==> src/rtl/spi_ram_pkg.sv <==
`default_nettype none
// ============================================================================
// Module   : spi_ram_pkg
// Purpose  : Opcode and FSM state encodings shared by the SPI burst RAM slave
// Revision : 1.0 - initial parametrised burst version
// ============================================================================
package spi_ram_pkg;

  // Two-bit command opcode, first received bit is the MSB
  localparam logic [1:0] OP_WADDR = 2'b00;
  localparam logic [1:0] OP_WRITE = 2'b01;
  localparam logic [1:0] OP_RADDR = 2'b10;
  localparam logic [1:0] OP_READ  = 2'b11;

  // Frame state encoding
  localparam logic [2:0] IDLE  = 3'd0;
  localparam logic [2:0] CMD   = 3'd1;
  localparam logic [2:0] WADDR = 3'd2;
  localparam logic [2:0] WDATA = 3'd3;
  localparam logic [2:0] RADDR = 3'd4;
  localparam logic [2:0] RTURN = 3'd5;
  localparam logic [2:0] RDATA = 3'd6;

endpackage
`default_nettype wire

==> src/rtl/spi_ram_mem.sv <==
`default_nettype none
// ============================================================================
// Module   : spi_ram_mem
// Purpose  : Single-port synchronous RAM with registered read. Addresses at or
//            beyond DEPTH are treated as holes: writes dropped, reads give 0.
// Revision : 1.0 - initial parametrised burst version
// ============================================================================
module spi_ram_mem #(
  parameter int DATA_W = 8,
  parameter int DEPTH  = 256,
  parameter int ADDR_W = 8
) (
  input  logic              clk,
  input  logic              we,
  input  logic [ADDR_W-1:0] addr,
  input  logic [DATA_W-1:0] din,
  output logic [DATA_W-1:0] dout
);

  logic [DATA_W-1:0] mem [0:DEPTH-1];
  logic              w_in_range;

  assign w_in_range = (32'(addr) < 32'(DEPTH));

  // Array write, suppressed for out-of-range addresses
  always_ff @(posedge clk) begin
    if (we && w_in_range) begin
      mem[addr] <= din;
    end
  end

  // Registered read port; holes read back as zero
  always_ff @(posedge clk) begin
    dout <= w_in_range ? mem[addr] : '0;
  end

endmodule
`default_nettype wire

==> src/rtl/spi_burst_ram_slave.sv <==
`default_nettype none
// ============================================================================
// Module   : spi_burst_ram_slave
// Purpose  : SPI slave (clk = SCK) fronting a single-port RAM. Two-bit opcode
//            then either an address load or a burst of data words with
//            optional address auto-increment.
// Revision : 1.0 - initial parametrised burst version
// ============================================================================
module spi_burst_ram_slave
  import spi_ram_pkg::*;
#(
  parameter int ADDR_W   = 8,
  parameter int DATA_W   = 8,
  parameter int DEPTH    = 256,
  parameter int AUTO_INC = 1
) (
  input  logic clk,
  input  logic rst_n,
  input  logic ss_n,
  input  logic mosi,
  output logic miso
);

  localparam int c_MAX_W = (ADDR_W > DATA_W) ? ADDR_W : DATA_W;
  localparam int c_CNT_W = (c_MAX_W > 1) ? $clog2(c_MAX_W) : 1;
  localparam logic [c_CNT_W-1:0] c_ADDR_LAST = c_CNT_W'(ADDR_W - 1);
  localparam logic [c_CNT_W-1:0] c_DATA_LAST = c_CNT_W'(DATA_W - 1);
  localparam logic [ADDR_W-1:0]  c_WRAP_ADDR = ADDR_W'(DEPTH - 1);

  logic [2:0]         r_state;
  logic               r_op_msb;
  logic [c_CNT_W-1:0] r_cnt;
  logic               r_addr_done;
  logic [ADDR_W-1:0]  r_ashift;
  logic [DATA_W-1:0]  r_shift;
  logic [ADDR_W-1:0]  r_wr_addr;
  logic [ADDR_W-1:0]  r_rd_addr;

  logic               w_addr_last;
  logic               w_data_last;
  logic [ADDR_W-1:0]  w_addr_word;
  logic [DATA_W-1:0]  w_data_word;
  logic               w_mem_we;
  logic [ADDR_W-1:0]  w_mem_addr;
  logic [DATA_W-1:0]  w_mem_dout;

  // Address step: in-range addresses wrap at DEPTH-1, holes wrap at 2**ADDR_W
  function automatic logic [ADDR_W-1:0] f_next_addr(input logic [ADDR_W-1:0] a);
    if (AUTO_INC == 0) begin
      return a;
    end else if (a == c_WRAP_ADDR) begin
      return '0;
    end else begin
      return a + ADDR_W'(1);
    end
  endfunction

  assign w_addr_last = (r_cnt == c_ADDR_LAST);
  assign w_data_last = (r_cnt == c_DATA_LAST);
  // Shift-in views including the bit being sampled on this edge
  assign w_addr_word = ADDR_W'({r_ashift, mosi});
  assign w_data_word = DATA_W'({r_shift, mosi});

  // RAM reads rd_addr every cycle except during a write burst, so the word
  // needed at the next reload edge is already on dout
  assign w_mem_we   = !ss_n && (r_state == WDATA) && w_data_last;
  assign w_mem_addr = (r_state == WDATA) ? r_wr_addr : r_rd_addr;

  spi_ram_mem #(
    .DATA_W (DATA_W),
    .DEPTH  (DEPTH),
    .ADDR_W (ADDR_W)
  ) u_mem (
    .clk  (clk),
    .we   (w_mem_we),
    .addr (w_mem_addr),
    .din  (w_data_word),
    .dout (w_mem_dout)
  );

  // Frame FSM, shift registers and address counters
  always_ff @(posedge clk or negedge rst_n) begin
    if (!rst_n) begin
      r_state     <= IDLE;
      r_op_msb    <= 1'b0;
      r_cnt       <= '0;
      r_addr_done <= 1'b0;
      r_ashift    <= '0;
      r_shift     <= '0;
      r_wr_addr   <= '0;
      r_rd_addr   <= '0;
    end else if (ss_n) begin
      // Frame boundary: partial words are simply dropped
      r_state     <= IDLE;
      r_cnt       <= '0;
      r_addr_done <= 1'b0;
    end else begin
      case (r_state)
        IDLE: begin
          r_op_msb <= mosi;
          r_cnt    <= '0;
          r_state  <= CMD;
        end
        CMD: begin
          r_cnt       <= '0;
          r_addr_done <= 1'b0;
          case ({r_op_msb, mosi})
            OP_WADDR: r_state <= WADDR;
            OP_WRITE: r_state <= WDATA;
            OP_RADDR: r_state <= RADDR;
            default:  r_state <= RTURN;
          endcase
        end
        WADDR, RADDR: begin
          // Address bits beyond ADDR_W are ignored until deselect
          if (!r_addr_done) begin
            r_ashift <= w_addr_word;
            if (w_addr_last) begin
              if (r_state == WADDR) begin
                r_wr_addr <= w_addr_word;
              end else begin
                r_rd_addr <= w_addr_word;
              end
              r_addr_done <= 1'b1;
              r_cnt       <= '0;
            end else begin
              r_cnt <= r_cnt + c_CNT_W'(1);
            end
          end
        end
        WDATA: begin
          r_shift <= w_data_word;
          if (w_data_last) begin
            r_wr_addr <= f_next_addr(r_wr_addr);
            r_cnt     <= '0;
          end else begin
            r_cnt <= r_cnt + c_CNT_W'(1);
          end
        end
        RTURN: begin
          r_shift   <= w_mem_dout;
          r_rd_addr <= f_next_addr(r_rd_addr);
          r_cnt     <= '0;
          r_state   <= RDATA;
        end
        RDATA: begin
          // Reload on the edge that retires the LSB for a gapless burst
          if (w_data_last) begin
            r_shift   <= w_mem_dout;
            r_rd_addr <= f_next_addr(r_rd_addr);
            r_cnt     <= '0;
          end else begin
            r_shift <= {r_shift[DATA_W-2:0], 1'b0};
            r_cnt   <= r_cnt + c_CNT_W'(1);
          end
        end
        default: r_state <= IDLE;
      endcase
    end
  end

  assign miso = (r_state == RDATA) & r_shift[DATA_W-1];

endmodule
`default_nettype wire

==> config.mk <==
export PLATFORM = sky130hd
export DESIGN_NAME = spi_burst_ram_slave
export DESIGN_NICKNAME = d
export VERILOG_FILES = /design/src/rtl/spi_ram_pkg.sv /design/src/rtl/spi_ram_mem.sv /design/src/rtl/spi_burst_ram_slave.sv
export SDC_FILE = /design/constraint.sdc
export NUM_CORES = 2
export LEC_CHECK = 0
export BUFFER_PORTS_ARGS = -buffer_cell sky130_fd_sc_hd__clkbuf_2
export CAP_MARGIN = 30
export CORE_MARGIN = 8
export CORE_UTILIZATION = 60
export DETAILED_ROUTE_END_ITERATION = 7
export GPL_TIMING_DRIVEN = 0
export PLACE_DENSITY_LB_ADDON = 0.3
export SLEW_MARGIN = 5
export SYNTH_ARGS = -nofsm -noshare
export SYNTH_HDL_FRONTEND = slang
export SYNTH_HIERARCHICAL = 1
export SYNTH_SLANG_ARGS = --single-unit
==> constraint.sdc <==
create_clock -name clk -period 4.6 [get_ports clk]
set_input_delay 0.23 -clock clk [delete_from_list [all_inputs] [get_ports clk]]
set_output_delay 0.23 -clock clk [all_outputs]
set_load 0.05 [all_outputs]
# Word-level counts from Yosys, hierarchy flattened
# Memory sizes are Yosys's and may differ from the RTL's. A register that Yosys moved wholly into a read port is not among the register bits.
# Index checks and enable logic that the tools add are counted.
dict set report op_classes {
  n_addsub 3
  mul 0
  n_div 0
  magnitude_cmp 0
  n_eq_ne 19
  n_shift 0
  mux 28
  bitwise 3
  n_reduce_logical 20
}
# operator count
set ops {}
lappend ops {{8-bit 2-to-1 mux} 12}
lappend ops {{8-bit case mux with 3 select lines} 2}
lappend ops {{3-bit case mux with 3 select lines} 2}
lappend ops {{8-bit by 1-bit adder with 8-bit output (second input constant)} 2}
lappend ops {{8-bit == test (second input constant)} 2}
lappend ops {{8-bit case mux with 2 select lines} 1}
lappend ops {{3-bit == test (second input constant)} 4}
lappend ops {{3-bit 2-to-1 mux} 4}
lappend ops {{2-bit inequality test (second input constant)} 6}
lappend ops {{3-bit case mux with 4 select lines} 1}
lappend ops {{6-bit AND reduction} 2}
lappend ops {{3-bit nonzero test} 3}
lappend ops {{3-bit by 2-bit == test with 1-bit output (second input constant)} 2}
lappend ops {{2-bit AND reduction} 3}
lappend ops {{1-bit 2-to-1 mux} 5}
lappend ops {{4-bit nonzero test} 1}
lappend ops {{2-bit OR reduction} 2}
lappend ops {{4-bit OR reduction} 1}
lappend ops {{3-bit by 1-bit adder with 3-bit output (second input constant)} 1}
lappend ops {{3-bit by 1-bit == test with 1-bit output (second input constant)} 1}
lappend ops {{3-bit zero test} 1}
lappend ops {{3-bit inequality test (second input constant)} 1}
lappend ops {{3-bit AND reduction} 1}
lappend ops {{3-bit OR reduction} 1}
lappend ops {{other kinds (10)} 12}
dict set report word_totals {
  regBits 39
  latch_bits 0
  ram_bits 2048
  romBits 0
  input_bits 4
  output_inout_bits 1
  wordCells 82
  mem_count 1
}
# memory depth word_bits read_ports rd_ports_with_merged_regs write_ports line_no
set mem_list {}
lappend mem_list {u_mem.mem 256 8 1 1 1 spi_ram_mem.sv:20} ;# logic [DATA_W-1:0] mem [0:DEPTH-1];

# Depth between registers and ports, before layout
dict set report depth {
  word_depth 5
  depth_mapped 16
  depth_no_buf 8
}

# Modules after synthesis
# Netlist, hierarchy kept.
# mod n_inst cells_each area_each_um2 seq_area_each_um2
set modules_own_cells {}
lappend modules_own_cells {spi_ram_mem 1 3547 78492.8 61659.1}
lappend modules_own_cells {spi_burst_ram_slave 1 238 2352.3 975.9}

# Worst setup path before layout
# Ideal clock, no wire load.
dict set report synth_timing {
  path_kind {register to register}
  from {register r_shift[5]}
  to {memory u_mem.mem[0][6], data pin}
  setup_time_ns 0.806
  arrival_time_ns 3.195
  t_required_ns 3.794
  setup_slack_ns 0.599
  stages_incl_launch_ff 1
  n_path_buf 0
  synth_period_minus_slack_ns 4.001
  cell_sequence {dfrtp_1}
}
# element line_no
set synth_lines {}
lappend synth_lines {{start, declared} spi_burst_ram_slave.sv:35} ;# logic [DATA_W-1:0] r_shift;
lappend synth_lines {{start signal, assigned} spi_burst_ram_slave.sv:132} ;# r_shift <= w_data_word;
lappend synth_lines {{start signal, assigned} spi_burst_ram_slave.sv:141} ;# r_shift <= w_mem_dout;
lappend synth_lines {{start signal, assigned} spi_burst_ram_slave.sv:149} ;# r_shift <= w_mem_dout;
lappend synth_lines {{end, declared} spi_ram_mem.sv:20}
# No word-level cell before the write port.

# Worst setup path in the final report
dict set report layout_timing {
  from {register r_state[1]}
  to {register u_mem.dout[1] (read register of u_mem.mem)}
}
dict set report layout_via {
  elab_chain_cells 2
}
# element line_no
set layout_lines {}
lappend layout_lines {{start, declared} spi_burst_ram_slave.sv:30} ;# logic [2:0] r_state;
lappend layout_lines {{start signal, assigned} spi_burst_ram_slave.sv:84} ;# r_state <= IDLE;
lappend layout_lines {{start signal, assigned} spi_burst_ram_slave.sv:94} ;# r_state <= IDLE;
lappend layout_lines {{start signal, assigned} spi_burst_ram_slave.sv:102} ;# r_state <= CMD;
lappend layout_lines {{3-bit by 2-bit == test with 1-bit output} spi_burst_ram_slave.sv:67} ;# assign w_mem_addr = (r_state == WDATA) ? r_wr_addr : r_rd_addr;
lappend layout_lines {{8-bit 2-to-1 mux} spi_burst_ram_slave.sv:67}
lappend layout_lines {{net w_mem_addr[1]} spi_burst_ram_slave.sv:44} ;# logic [ADDR_W-1:0] w_mem_addr;
lappend layout_lines {{end, declared} spi_ram_mem.sv:17} ;# output logic [DATA_W-1:0] dout
# The timed path passes the listed nets, and every way through them passes these cells.
# A chain may end at the register's enable or synchronous reset.

==> impl_summary.md <==
Worst setup path
The top cell family by delay on the critical path is buffers and inverters. Traced cell by cell, the critical path runs through buf_4 > buf_4 > nand3b_4 > buf_4 > nand2_1 > nand2_1 > buf_2 > buf_6 > buf_2 > mux4_2 > a22oi_1 > a21oi_1 > o41ai_1 > nand4_1. Of all nets on the critical path, the largest fanout is 11. The startpoint identified for the worst register-to-register timing path is r_state[1]. The startpoint class of the critical path is a flop. The number of cells on the worst reg-to-reg path is 14. The largest individual stage delay along the critical path comes from the cell o41ai_1. The endpoint identified for the worst register-to-register timing path is u_mem/dout[1].

Counting buffers and inverters, the worst setup path is 14 cells deep. The critical path is of the flop to flop type. In this design, the critical path's most frequently occurring cell is buf_4. The register-to-register setup slack is -0.11 ns. STA classifies the critical path endpoint as a flop. Counting both buffers and inverters, the worst setup path holds a total of 6.

The critical path data required time is 5.20 ns. The worst path arrival time is 5.30 ns. The maximum cell stage delay along the critical path is 0.80 ns.

Final layout
In the layout the commonest cells are 2048 x edfxtp_1, 512 x mux4_2, 251 x a22oi_1, 204 x clkbuf_16, 142 x nor2_4. Of the cells placed in the final design, the portion with a size suffix greater than 1 is 0.302. The final core utilization is 0.692. Relative to the synthesized area, the layout overhead comes to 14.4%. The storage element area is 62700 um2. The final layout contains 4084 nets. The most common cell after layout, fill and taps aside is edfxtp_1. The number of fill cells in the layout is 7641. The multi-input combinational cells in the finished layout cover a total of 18400 um2.

Logic synthesis
The synthesized-area fraction occupied by ao, oa, aoi and oai cells is 0.0409. The Yosys warning count is 6. Of the total synthesized cell area, the portion taken by XOR and XNOR cells is 0.000449. The arithmetic-cell share of the synthesized area counting full adders, half adders and majority gates is 0.000774. The cell area after technology mapping is 80800 um2. The sequential element share of the synthesized area is 0.775. The number of enable-type register cells in the synthesized netlist is 2048. Of the post-synthesis cell area, the part taken by muxes is 0.147. The synthesized design contains 2095 register bits. The post-synthesis cell type count is 58. The combinational family with the most area after synthesis is multiplexers.

The net count of the mapped netlist is 3794. The mean area per synthesized cell is 21.4 um2. For this run, the leading register cell type out of synthesis is edfxtp_1.

Of the total synthesized cell area, the portion taken by AND, OR, NAND and NOR gates is 0.0215. Of all flip-flops after synthesis, the portion carrying an async set or reset was 0.0186. The synthesized instance count is 3785.

Placed design
The congestion estimate from routability-driven global placement came to 1.01. Once detailed placement completed, the half-perimeter wirelength came to 137000 um. The number of port buffers is 4.

The worst slack after detailed placement is -1.74 ns.

STA
Headroom to the max-slew limit came out at 0.328. The count of endpoints failing hold in the final timing report came to 0. The final worst-path cycle share is 1.02. The total negative slack is -0.334 ns. After layout, the worst setup slack is -0.107 ns. The tightest hold path in the finished design has a slack of 0.473 ns. The smallest clock period supported by the final layout is computed as 4.71 ns. The number of max-slew violations in the final report came to 0. The maximum clock frequency is 0.212 GHz. The final worst clock skew is 0.0415 ns. The actual transition at the worst max-transition pin is 1.00 ns. The count of endpoints failing setup in the final report is 7.

Floorplan
From left edge to right edge, the die measures 383 um. The die span in y is 383 um. Pin placement for this block handled 5 I/O pins. The die covers 147000 um2. The region available for standard cell placement spans 134000 um2. For this configuration, the core starts out at a cell density of 0.605. Row generation in the floorplan step produced 134 rows.

Global route
For this run, global-route usage on met3 was measured as 0.0869. The met1 track demand over resource is 0.390. The via count of the first global-routing pass is 41700. The first global-routing pass estimated 302000 um of wire. The met2 capacity usage during global routing is 0.441. The remaining global-route overflow is 0. For this run, the total global-route usage over all layers was measured as 0.289. Entering global routing, the biggest net connects 113 pins.

The initial antenna violation count came to 4. The busiest layer in global routing is met2.

Clock tree
The maximum level of the CTS H-tree is 4. TritonCTS built the clock tree. Counting along the longest clock path gives a buffer depth of 3.

At the later pin of the worst-skew pair, clock insertion delay measures 0.85 ns. The cell sitting at the root of the clock tree is a clkbuf_16. The clock slew seen by the registers of the worst setup and hold paths is 0.06 ns. The number of clock sinks is 2095.

In this run, CTS created clock tree buffers numbering 198.

Min path
For hold timing, the worst endpoint is u_mem/mem[87][0]. The worst hold path was traced through 2 stages. The class of the most critical hold timing path is input pin to flop. The startpoint identified for the worst hold timing path is mosi.

Drt
The wire length per cell after detailed routing is 35.5 um. Wires add up to 214000 um. The mean number of vias per cell is 7.04. The detail route stage leaves a number of antenna-violating nets equal to 0. The total DRC errors in the routed layout is 2. The first detailed-routing pass took 8 iterations. The detailed router finished its first iteration with 6414 violations. The via total after detailed routing is 42400.

Power
In this run the power density over the cells is 631 nW/um2. After layout, the design draws a total of 58400 uW. The largest vdd supply drop is 0.458 mV. The leakage power is 0.0287 uW.

Flow run
Max-cap violations in this run came to 0.

Run status
The checks that failed: DRC, setup timing. The flow ran to the end, but the final reports show violations.
## state kept, by name, summed over array words and instances (netlist names)
signal,count
r_addr_done,1
r_wr_addr,8
u_mem/dout,8
r_ashift,7
r_cnt,3
u_mem/mem,2048
r_shift,8
r_op_msb,1
r_rd_addr,8
r_state,3
## worst reg2reg max path: stages, from the launching register on
cell and delay, ns:
dfrtp_1 0.36, buf_4 0.18, buf_4 0.18, nand3b_4 0.17, buf_4 0.22, nand2_1 0.07, nand2_1 0.07, buf_2 0.29
buf_6 0.30, buf_2 0.39, mux4_2 0.39, a22oi_1 0.39, a21oi_1 0.29, o41ai_1 0.80, nand4_1 0.39
## Yosys cell counts, types with 8 or more instances
master    count  area share
buf_6        18      0.0025
nor3_1       35      0.0022
o41ai_1      32      0.0035
nand4_1       9     0.00070
dfrtp_1      39       0.012
o21ai_0      12     0.00074
edfxtp_1   2048        0.76
nand2b_1     10     0.00077
a22o_1       10      0.0011
buf_1        20     0.00093
buf_2        41      0.0025
inv_1         8     0.00037
buf_4        18      0.0017
mux4_2      512        0.14
nand3_1      20      0.0012
a22oi_1     257       0.024
dfxtp_1       8      0.0020
nand2_1      62      0.0029
clkbuf_1    149      0.0069
mux2_2       22      0.0031
nor2b_1      10     0.00077
nor2_1      241       0.011
a21oi_1     145      0.0090
## logic make-up after synthesis
logic type      count (synthesis)
mux                           541
buf+inv                       254
xor+xnor                        2
simple gates                  406
flops                        2095
fa+ha+maj                       5
compound gates                482
## through the flow
stage | instance area [um2] | std cells
floorplan | 80800 | 3785
global placement | 83100 | 5557
detailed placement | 84100 | 5621
CTS | 92000 | 5997
global route | 92500 | 6014
finish | 92500 | 6019
## area by class of cell
class                           instances  share of cell area
Buffer                                243              0.0163
Multi-Input combinational cell       1436               0.199
Tap cell                             1768              0.0239
Antenna cell                            5            0.000135
Inverter                                8            0.000325
Timing Repair Buffer                   93              0.0139
Clock inverter                        121              0.0115
Sequential cell                      2095               0.677
Clock buffer                          250              0.0572
## power breakdown
group	total, uW	switching (uW)	internal, uW
sequential	23400	498	22900
clock	16100	6980	9080
combinational	18900	12000	6920
total	58400	19500	38900
## timing repair
item	4_1_cts	5_1_grt
setup endpoints to repair	1990	1668
pin swaps	3	6
endpoints found under the hold margin	98	0
setup buffers	2	1
hold buffers	5	0
resized for setup	416	102
## how the worst max path moves through the flow
stage	from	endpoint	slack, ns
3_5_place_dp	r_state[2]	u_mem/mem[106][4]	-1.74
2_1_floorplan	r_shift[5]	u_mem/mem[0][6]	0.60
4_1_cts	r_state[2]	u_mem/mem[51][6]	-0.25
3_3_place_gp	r_shift[3]	u_mem/mem[82][4]	-3.04
6_report	r_state[1]	u_mem/dout[1]	-0.11
5_1_grt	r_state[2]	u_mem/dout[6]	-0.08
## routing by layer
layer | up-vias | routed length [um]
met2 | 3142 | 100000
met5 | - | 0
li1 | 16600 | -
met1 | 22100 | 74100
met4 | 0 | 10600
met3 | 532 | 28500
(Power assumes the default switching activity.)
